## src/rtl/timer_chain.sv

```systemverilog
// Cascadable modulo down/up counter chain: DIGITS stages, each with its own
// maximum, borrow/carry rippling combinationally across all stages per cycle.
module timer_chain_digit #(
   parameter int              WIDTH = 4,
   parameter logic [WIDTH-1:0] MAXV = '1
) (
   input  logic             clk,
   input  logic             clrn,
   input  logic             load,
   input  logic [WIDTH-1:0] ldv,
   input  logic             step,
   input  logic             up,
   output logic [WIDTH-1:0] q,
   output logic             tc,
   output logic             lo,
   output logic             hi
);
   assign lo = (q == '0);
   assign hi = (q == MAXV);

   always_ff @(posedge clk or negedge clrn) begin
      if (!clrn) begin
         q  <= '0;
         tc <= 1'b0;
      end else if (load) begin
         q  <= (ldv > MAXV) ? MAXV : ldv;
         tc <= 1'b0;
      end else if (step) begin
         if (up) begin
            q  <= hi ? '0 : q + WIDTH'(1);
            tc <= hi;
         end else begin
            q  <= lo ? MAXV : q - WIDTH'(1);
            tc <= lo;
         end
      end else begin
         tc <= 1'b0;
      end
   end
endmodule

module timer_chain #(
   parameter int                     DIGITS       = 4,
   parameter int                     WIDTH        = 4,
   parameter logic [DIGITS*WIDTH-1:0] MAXV        = 16'h5959,
   parameter bit                     STOP_AT_ZERO = 1'b1
) (
   input  logic                    clk,
   input  logic                    clrn,
   input  logic                    loadn,
   input  logic [DIGITS*WIDTH-1:0] data,
   input  logic                    en,
   input  logic                    up,
   output logic [DIGITS*WIDTH-1:0] out,
   output logic [DIGITS-1:0]       tc,
   output logic                    zero,
   output logic                    done
);
   logic [DIGITS-1:0][WIDTH-1:0] q, din;
   logic [DIGITS-1:0]            lo, hi, step;
   logic                         go, bor, car, last;

   assign din  = data;
   assign out  = q;
   assign zero = (out == '0);

   // An all-zero down-count freezes the whole chain when stopping at zero.
   assign go = en & ~(~up & zero & STOP_AT_ZERO);

   always_comb begin
      bor  = go;
      car  = go;
      step = '0;
      for (int i = 0; i < DIGITS; i++) begin
         step[i] = up ? car : bor;
         bor     = bor & lo[i];
         car     = car & hi[i];
      end
   end

   // Only a count of exactly 1 reaches zero on the next down-step.
   assign last = (out[WIDTH-1:0] == WIDTH'(1)) && ((out >> WIDTH) == '0);

   always_ff @(posedge clk or negedge clrn) begin
      if (!clrn) done <= 1'b0;
      else       done <= loadn & go & ~up & last;
   end

   for (genvar i = 0; i < DIGITS; i++) begin : g_dig
      timer_chain_digit #(
         .WIDTH(WIDTH),
         .MAXV (MAXV[i*WIDTH +: WIDTH])
      ) u_dig (
         .clk (clk),
         .clrn(clrn),
         .load(~loadn),
         .ldv (din[i]),
         .step(step[i]),
         .up  (up),
         .q   (q[i]),
         .tc  (tc[i]),
         .lo  (lo[i]),
         .hi  (hi[i])
      );
   end
endmodule

```

## config.mk

```make
export PLATFORM = sky130hd
export DESIGN_NAME = timer_chain
export DESIGN_NICKNAME = d
export VERILOG_FILES = /design/src/rtl/timer_chain.sv
export SDC_FILE = /design/constraint.sdc
export NUM_CORES = 1
export LEC_CHECK = 0
export CAP_MARGIN = 0
export CORE_AREA = 5 5 55 94
export DETAILED_ROUTE_END_ITERATION = 12
export DIE_AREA = 0 0 60 99
export PLACE_DENSITY = 0.75
export SYNTH_ARGS = -nofsm -noshare
export SYNTH_HDL_FRONTEND = slang
export SYNTH_SLANG_ARGS = --single-unit
```

## constraint.sdc

```tcl
create_clock -name clk -period 4.9 [get_ports clk]
set_input_delay 0.98 -clock clk [delete_from_list [all_inputs] [get_ports clk]]
set_output_delay 0.98 -clock clk [all_outputs]
set_load 0.05 [all_outputs]
```

---- After elaboration in Yosys (flattened, before gate mapping) ----
Index checks and enable logic that the tools add are counted.
cells by class
  add/sub/neg operators ................... 8
  magnitude comparators ................... 4
  equal/unequal tests ..................... 9
  mux-type cells .......................... 39
  bitwise gates (word level) .............. 13
  reductions and logical operators ........ 7
operator list
  kind                                                                             number
  4-bit 2-to-1 mux                                                                 24
  16-bit logical NOT                                                               2
  4-bit by 1-bit adder with 4-bit output, second input constant                    4
  4-bit logical NOT                                                                4
  4-bit by 1-bit subtractor with 4-bit output, second input constant               4
  1-bit 2-to-1 mux                                                                 15
  1-bit AND                                                                        11
  4-bit by 3-bit == test with 1-bit output, second input constant                  2
  4-bit == test, second input constant                                             2
  4-bit by 3-bit greater-than comparator with 1-bit output, second input constant  2
  4-bit greater-than comparator, second input constant                             2
  2-bit by 1-bit != test with 1-bit output, second input constant                  4
  4-bit by 1-bit == test with 1-bit output, second input constant                  1
  1-bit inverter                                                                   2
  1-bit logical AND                                                                1
word-level totals
  flip-flop bits (word level) ............. 21
  word-level logic and storage cells ...... 89

---- Logic depth before layout (Yosys ltp) ----
Gate-level depths: netlist of run 1.
  depth in word-level cells ............... 10
  depth in mapped cells ................... 7
  mapped depth without buffers ............ 5

---- Cells and area by module ----
From an unflattened synthesis of run 1, not the netlist that was laid out.
second synthesis, totals
  cells, all modules ...................... 221
  area total of the unflattened synthesis .. 1783.0 sq um
by module, submodules not included
  module                                  times used  cells an instance  area an instance (sq um)
  timer_chain_digit (g_dig[0].u_dig ...)  2           53                 405.4
  timer_chain_digit (g_dig[1].u_dig ...)  2           47                 399.1
  timer_chain                             1           21                 173.9

---- Worst setup path after synthesis of run 1 ----
No wires, ideal clock.
  kind .................................... reg-to-output
  from .................................... register g_dig[2].u_dig.q[2]
  to ...................................... output port zero
  arrival time ............................ 2.317 ns
  slack ................................... 1.603 ns
  stages on the path, launching flop included .. 6
  cells stage by stage .................... dfrtp_1 > buf_2 > or3_1 > nor4_4 > nand3_1 > nor2_1
on the way
  longest elaborated chain between the ends .. 1
ends and longest elaborated chain
  what                    RTL line  RTL
  from (decl)             13        output logic [WIDTH-1:0] q,
  from (signal assigned)  26        q <= (ldv > MAXV) ? MAXV : ldv;
  from (signal assigned)  30        q <= hi ? '0 : q + WIDTH'(1);
  from (signal assigned)  33        q <= lo ? MAXV : q - WIDTH'(1);
  16-bit logical NOT      65        assign zero = (out == '0);
  to (decl)               56        output logic zero,
No other way between the ends.

---- Final worst setup path of run 1 ----
  from .................................... register g_dig[1].u_dig.q[1]
  to ...................................... output port zero
on the way
  longest elaborated chain between the ends .. 1
ends and longest elaborated chain
  what                    RTL line
  from (decl)             13
  from (signal assigned)  26
  from (signal assigned)  30
  from (signal assigned)  33
  16-bit logical NOT      65
No other way between the ends.

==> impl_metrics.toml, run 1 <==
[global_routing]
antenna_found_initial = 0
grt_use_met1 = 0.165
grtUsageMet2 = 0.288
grtUsageTotal = 0.156
grt_pass1_vias = 1672
grt_pass1_wl_mm = 7.40
grt_overflow = 0
grt_use_met3 = 0.0197
grt_max_degree = 29
top_usage_layer = "met2"

[routing]
vias = 1673
totalWireLength_mm = 4.35
drtAntennaViolNets = 0
vias_per_cell = 5.87
drc = 0
drtIter0Drc = 48
wire_per_inst_um = 15.3
drt_pass1_iterations = 4

[die]
die_area_mm2 = 0.00594
die_y_um = 99
initial_utilization = 0.397
core_mm2 = 0.00432
rows = 32
die_x_um = 60
io_pins = 43

[power]
vdd_drop_max_uv = 129
power_leakage_nw = 0.817
power_density_mw_per_mm2 = 247
total_power_w = 0.000526

[sta]
finalCritPeriodShare = 0.746
slew_violations = 0
relSlewSlack = 0.307
hold_viol = 0
worst_slew_pin_slew_ns = 1.04
fmaxAchievable_mhz = 274
fin_hold_ws_ns = 0.638
setup_viol = 0
period_needed_ns = 3.65
finalWorstSetupSlack_ns = 1.25
tns_ns = 0
rsz0062_at_grt = "no"
skew_ns = 0.00767

[final_layout]
multi_input_area_mm2 = 0.00102
synthToLayoutAreaGrowth_pct = 23.9
diodes = 0
nFillCells = 427
ff_latch_area_um2 = 526
layout-drive-gt1-share = 0.0812
final_cell_mix = "42 x clkdlybuf4s50_1, 21 x dfrtp_1, 16 x nor2_1"
layout_commonest_cell = "clkdlybuf4s50_1"
layout.nets = 256

[clocking]
clockBufferDepth = 2
postCtsSetupBuffers = 0
clk_pin_slew_ns = 0.09
cts.repair.resized = 0
cts.sinks = 21
hold_buffers = 0
numCtsBuffers = 3
clkLatencyLatePin_ns = 0.27
tritoncts = "built"
clockRootBuffer = "clkbuf_8"
htreeDepth = 1

[placement]
dpl.hpwl_mm = 3.24
dp_slack_ns = 1.37
gp_congestion = 0.732
io_buffers = 42

[synth]
syn_area_mm2 = 0.00172
yosysWarningCount = 0
synth_nets = 233
synthCells = 212
ys_ff_latch = 21
synth.distinct_cells = 52
synth_edf_count = 0
syn_avg_cell_area_um2 = 8.10
synthFlopType = "dfrtp_1"
yosysSeqAreaShare = 0.306
synth_async_sr_flop_share = 1.00

[critical_path]
critPathArrivalTime_ns = 2.67
crit_chain = "or3_1 > nor4_4 > nand3_1 > nor2_1 > clkdlybuf4s50_1"
critPathKind = "reg2out"
endpoint_kind = "primary output"
path_max_fanout = 8
critPathRequiredTime_ns = 3.92
max_stage_delay_ns = 0.81
slowest_stage = "clkdlybuf4s50_1"
crit_family = "simple AND/OR/NAND/NOR gates"
cp-start-kind = "flop"
crit_buf_inv = 1

[run_status]
status = "finished clean"

[min_path]
min_path_type = "reg2reg"

[flow_run]
drv_cap = 0
-- power by group --
group          total, W  switching (W)  internal [W]
clock network  0.000120      0.0000629     0.0000568
registers      0.000222      0.0000361      0.000186
logic          0.000185       0.000109     0.0000759
-- registers in the layout, indices dropped and copies added, names as in the netlist --
register and count:
done 1, g_dig.u_dig.tc 4, g_dig.u_dig.q 16
-- stage by stage --
step	instances	cell area, um^2	util
final	285	2130	0.492
after global routing	285	2130	0.492
after CTS	285	2130	0.492
after detailed placement	281	2080	0.481
after global placement	281	2080	0.481
after floorplan	212	1720	-
-- kinds of logic after synthesis --
family,share of synthesized area
muxes,0.0175
buffers and inverters,0.101
and+or+nand+nor,0.259
DFF,0.306
AOI/OAI and AO/OA,0.292
xor gates and xnor gates,0.0255
-- cell usage after synthesis (3+ instances only) --
master      n  area, um^2
a2111oi_0   3        26.3
a211oi_2    4        50.1
a21oi_1    15        75.1
a31oi_1     6        37.5
and2_1      3        18.8
and3_1      8        50.1
buf_2       6        30.0
buf_4       4        30.0
clkbuf_1   13        48.8
dfrtp_1    21         526
inv_1      10        37.5
mux2i_1     3        30.0
nand2_1    14        52.6
nand3_1     9        45.0
nand4_1     5        31.3
nor2_1     16        60.1
nor3_1      4        20.0
nor4_1      3        18.8
o211ai_1    5        37.5
o21ai_0    10        50.1
o31ai_1     4        30.0
or3_1       8        50.1
xor2_1      3        26.3
-- final cells by class --
| type | count | area share |
|---|---|---|
| Clock buffer | 3 | 0.0194 |
| Clock inverter | 1 | 0.00235 |
| Sequential cell | 21 | 0.247 |
| Tap cell | 51 | 0.0300 |
| Multi-Input combinational cell | 155 | 0.479 |
| Inverter | 10 | 0.0176 |
| Timing Repair Buffer | 44 | 0.205 |
-- routing by layer --
metal / routed length (um) / share of wire / vias to the layer above
met2: 2480 / 0.57 / 31
met1: 1670 / 0.38 / 805
met3: 116 / 0.027 / 6
met5: 0 / 0 / -
li1: - / - / 831
met4: 87 / 0.020 / 0
-- path summary, 6_finish.rpt --
path / to / startpoint / slack (ns) / depth (start not counted)
setup / recovery: zero / g_dig[1].u_dig.q[1] / 1.25 / 5
hold / removal: g_dig[3].u_dig.tc / g_dig[3].u_dig.q[3] / 0.64 / 1
setup reg to reg: g_dig[3].u_dig.tc / g_dig[0].u_dig.q[0] / 2.61 / 5
hold reg to reg: g_dig[3].u_dig.tc / g_dig[3].u_dig.q[3] / 0.64 / 1
max in group asynchronous: g_dig[3].u_dig.q[3] / clrn / 3.00 / 1
min in group asynchronous: done / clrn / 1.28 / 1
Note: power is estimated with default switching activity, not from simulation.
==> run 2: changes to the inputs <==
PLACE_DENSITY = 0.78   (was 0.75)
clock period = 3.2 ns   (was 4.9 ns; I/O delays follow)
==> impl_metrics.toml, run 2 (synthesized netlist as in run 1, its figures left out) <==
[clocking]
hold_buffers = 0
cts.repair.resized = 0
clockRootBuffer = "clkbuf_8"
htreeDepth = 1
cts.sinks = 21
clkLatencyLatePin_ns = 0.26
tritoncts = "built"
clockBufferDepth = 2
clk_pin_slew_ns = 0.08
numCtsBuffers = 3
postCtsSetupBuffers = 0

[routing]
totalWireLength_mm = 4.34
drtAntennaViolNets = 0
vias = 1722
drc = 0
wire_per_inst_um = 15.0
vias_per_cell = 5.94
drtIter0Drc = 40
drt_pass1_iterations = 4

[sta]
relSlewSlack = 0.630
fmaxAchievable_mhz = 368
period_needed_ns = 2.71
skew_ns = 0.00178
hold_viol = 0
slew_violations = 0
finalCritPeriodShare = 0.848
tns_ns = 0
worst_slew_pin_slew_ns = 0.542
finalWorstSetupSlack_ns = 0.485
setup_viol = 0
fin_hold_ws_ns = 0.634
rsz0062_at_grt = "no"

[die]
core_mm2 = 0.00432
initial_utilization = 0.397
die_y_um = 99
rows = 32
io_pins = 43
die_area_mm2 = 0.00594
die_x_um = 60

[final_layout]
synthToLayoutAreaGrowth_pct = 25.9
diodes = 0
ff_latch_area_um2 = 526
layout-drive-gt1-share = 0.105
largest_register = "g_dig.u_dig.q"
finish.utilization = 0.500
multi_input_area_mm2 = 0.00102
largest_reg_flops = 16
nFillCells = 431
top_regs = "g_dig.u_dig.q x16, g_dig.u_dig.tc x4, done x1"
final_cell_mix = "41 x clkdlybuf4s50_1, 21 x dfrtp_1, 16 x nor2_1"
layout.nets = 261
layout_commonest_cell = "clkdlybuf4s50_1"

[power]
switching_share = 0.390
pwr-share-clk = 0.220
p_seq_frac = 0.417
p_int_w = 0.000492
switching_power_w = 0.000315
power_density_mw_per_mm2 = 373
vdd_drop_max_uv = 179
power_leakage_nw = 0.845
combPwrFrac = 0.363

[critical_path]
critPathKind = "reg2out"
cp-start-kind = "flop"
path_max_fanout = 8
critPathRequiredTime_ns = 2.56
critPathArrivalTime_ns = 2.07
reg2reg_slack_ns = 1.01
endpoint_kind = "primary output"

[min_path]
min_path_type = "reg2reg"

[placement]
gp_congestion = 0.808
dp_slack_ns = 0.425
dpl.hpwl_mm = 3.34
io_buffers = 42

[global_routing]
grt_pass1_vias = 1681
grt_max_degree = 26
grt_overflow = 0
grt_pass1_wl_mm = 7.51
antenna_found_initial = 0
grtUsageTotal = 0.159

[run_status]
status = "finished clean"

[flow_run]
drv_cap = 0
## run 2: changes by cell type in the layout (fill, tap and decap cells not counted)
| cell | delta |
|---|---|
| buf_4 | +6 |
| clkdlybuf4s50_1 | -1 |
## run 2: worst max-delay path, stage by stage, from the launching register on
cell and delay, ns:
dfrtp_1 0.49, or3_1 0.47, nor4_4 0.38, nand3_1 0.16, nor2_1 0.11, buf_4 0.21
## run 2: final timing paths
kind | end | from | depth (start not counted)
min in group asynchronous | g_dig[0].u_dig.q[2] | clrn | 2
hold / removal | g_dig[3].u_dig.tc | g_dig[3].u_dig.q[1] | 1
setup / recovery | zero | g_dig[1].u_dig.q[1] | 5
hold reg to reg | g_dig[3].u_dig.tc | g_dig[3].u_dig.q[1] | 1
setup reg to reg | g_dig[3].u_dig.q[3] | g_dig[1].u_dig.q[1] | 5
max in group asynchronous | g_dig[3].u_dig.q[1] | clrn | 2
## run 2: per-layer routing
metal	GRT usage	wire (um)
met3	0.00786	116
met4	0.0853	130
met1	0.182	1620
met5	0	0
met2	0.281	2480
## run 2: per-stage QoR
step | instance area [um^2] | total power (W) | std cells
after floorplan | 1720 | 0.000535 | 212
after global placement | 2120 | 0.000630 | 286
after detailed placement | 2120 | 0.000635 | 286
after CTS | 2160 | 0.000814 | 290
after global routing | 2160 | 0.000854 | 290
final | 2160 | 0.000807 | 290
## run 2: area by class of cell
| type | instances | area share |
|---|---|---|
| multi-input cells | 155 | 0.471 |
| well taps | 51 | 0.0295 |
| inverters | 10 | 0.0174 |
| flip-flops and latches | 21 | 0.243 |
| clock buffers | 3 | 0.0191 |
| repair buffers | 49 | 0.218 |
| clock inverters | 1 | 0.00231 |
## run 2: power groups by stage
stage	combinational, W	clock (W)	sequential (W)
detailed placement	0.000294	0	0.000341
global route	0.000317	0.000194	0.000343
finish	0.000293	0.000177	0.000337
CTS	0.000295	0.000183	0.000336
floorplan	0.000157	0	0.000378
global placement	0.000290	0	0.000340
==> run 3: changes to the inputs <==
clock period = 2.3 ns   (was 3.2 ns; I/O delays follow)
==> impl_metrics.toml, run 3 (synthesized netlist as in run 1, its figures left out) <==
[power]
total_power_w = 0.00118
vdd_drop_max_uv = 253
power_leakage_nw = 0.948
power_density_mw_per_mm2 = 492
p_seq_frac = 0.369
switching_power_w = 0.000447
p_int_w = 0.000730
pwr-share-clk = 0.207
combPwrFrac = 0.424
switching_share = 0.380

[final_layout]
nFillCells = 405
top_regs = "g_dig.u_dig.q x16, g_dig.u_dig.tc x4, done x1"
post-route-cell-area_mm2 = 0.00239
diodes = 0
largest_reg_flops = 16
synthToLayoutAreaGrowth_pct = 39.2
layout_commonest_cell = "clkdlybuf4s50_1"
finish.utilization = 0.553
layout-drive-gt1-share = 0.248
largest_register = "g_dig.u_dig.q"
final_cell_mix = "40 x clkdlybuf4s50_1, 31 x buf_4, 15 x nor2_1, 15 x a21oi_1, 14 x nand2_1"
layout.nets = 284
ff_latch_area_um2 = 539
multi_input_area_mm2 = 0.00105

[global_routing]
grt_overflow = 0
grt_max_degree = 22
antenna_found_initial = 0
grtUsageMet2 = 0.318
top_usage_layer = "met2"
grt_pass1_vias = 1798
grtUsageTotal = 0.168
grt_pass1_wl_mm = 7.91
grt_use_met3 = 0.00917
grt_use_met1 = 0.175

[sta]
setup_viol = 0
slew_violations = 0
worst_slew_pin_slew_ns = 0.503
period_needed_ns = 2.26
rsz0062_at_grt = "yes"
fmaxAchievable_mhz = 443
skew_ns = 0.00427
finalCritPeriodShare = 0.981
relSlewSlack = 0.656
hold_viol = 0
finalWorstSetupSlack_ns = 0.0440

[die]
core_mm2 = 0.00432
rows = 32
die_x_um = 60
io_pins = 43
initial_utilization = 0.397
die_y_um = 99
die_area_mm2 = 0.00594

[critical_path]
endpoint_kind = "primary output"
reg2reg_from = "g_dig[1].u_dig.q[0]"
rr_endpoint = "g_dig[3].u_dig.q[3]"
critPathRequiredTime_ns = 1.84
cp-endpoint = "zero"
reg2reg_slack_ns = 0.22
crit_path_start = "g_dig[2].u_dig.q[2]"
max_stage_delay_ns = 0.40
cp-start-kind = "flop"
crit_chain = "or3_4 > nor4_4 > nand3_2 > nor2_4 > buf_12"
critPathArrivalTime_ns = 1.80
path_max_fanout = 2
critPathKind = "reg2out"
slowest_stage = "dfrtp_2"
r2r_cells = 6

[routing]
drt_pass1_iterations = 4
drc = 0
totalWireLength_mm = 4.82
drtAntennaViolNets = 0
vias = 1804
drtIter0Drc = 57
wire_per_inst_um = 15.4
vias_per_cell = 5.76

[clocking]
clk_pin_slew_ns = 0.08
numCtsBuffers = 3
htreeDepth = 1
clockRootBuffer = "clkbuf_8"
cts.sinks = 21
tritoncts = "built"
clkLatencyLatePin_ns = 0.26
clockBufferDepth = 2

[placement]
gp_congestion = 0.861
dp_slack_ns = -0.163
dpl.hpwl_mm = 3.78
io_buffers = 42
placed_cell_area_mm2 = 0.00232

[flow_run]
drv_cap = 0

[min_path]
min_path_type = "in2async"

[run_status]
status = "finished clean"
## run 3: cell types whose count changed in the layout (fill, tap and decap cells not counted), sizes merged
cell           before  now
buf                 8   32
clkinv              1    0
clkdlybuf4s50      41   40
clkbuf              3    4
## run 3: final cells by class
type                    count  share of cell area
multi-input cells         155               0.440
clock buffers               4              0.0188
inverters                  10              0.0157
flip-flops and latches     21               0.226
well taps                  51              0.0267
repair buffers             72               0.273
## run 3: critical path: cells and delay by family, from the launching register on
kind	cells	cell delay (ns)
flops	1	0.40
simple gates	4	1.00
buf+inv	1	0.14
## run 3: timing repair
item                       in CTS  in global routing
buffers inserted                1                  0
hold buffers                    0                  0
resized for setup               3                  0
pin swaps                       3                  0
setup endpoints to repair       1                  2
## run 3: how the worst min path moves through the flow
stage / to / depth (start not counted) / slack (ns)
floorplan: done / 0 / 0.16
global placement: g_dig[3].u_dig.tc / 2 / 0.58
finish: g_dig[0].u_dig.q[1] / 2 / 0.55
global route: g_dig[0].u_dig.q[1] / 2 / 0.57
CTS: g_dig[0].u_dig.q[1] / 2 / 0.56
detailed placement: g_dig[3].u_dig.tc / 2 / 0.59
## run 3: metal layers
metal / wire, um / vias up
met5: 0 / -
met4: 110 / 0
met3: 131 / 8
met2: 2760 / 50
met1: 1820 / 864
li1: - / 882
## run 3: power by group through the flow
| stage | clock, W | combinational [W] | sequential (W) |
|---|---|---|---|
| 6_report | 0.000244 | 0.000498 | 0.000434 |
| 5_1_grt | 0.000261 | 0.000536 | 0.000441 |
| 4_1_cts | 0.000249 | 0.000500 | 0.000434 |
| 3_5_place_dp | 0 | 0.000495 | 0.000440 |
| 3_3_place_gp | 0 | 0.000487 | 0.000440 |
| 2_1_floorplan | 0 | 0.000226 | 0.000531 |
## run 3: per-stage QoR
stage / TNS [ns] / instances / hold slack, ns
after global routing: -0.0777 / 313 / 0.573
final: 0 / 313 / 0.553
after global placement: -0.390 / 308 / 0.585
after detailed placement: -1.35 / 308 / 0.587
after CTS: 0 / 313 / 0.559
after floorplan: -0.0194 / 212 / 0.164
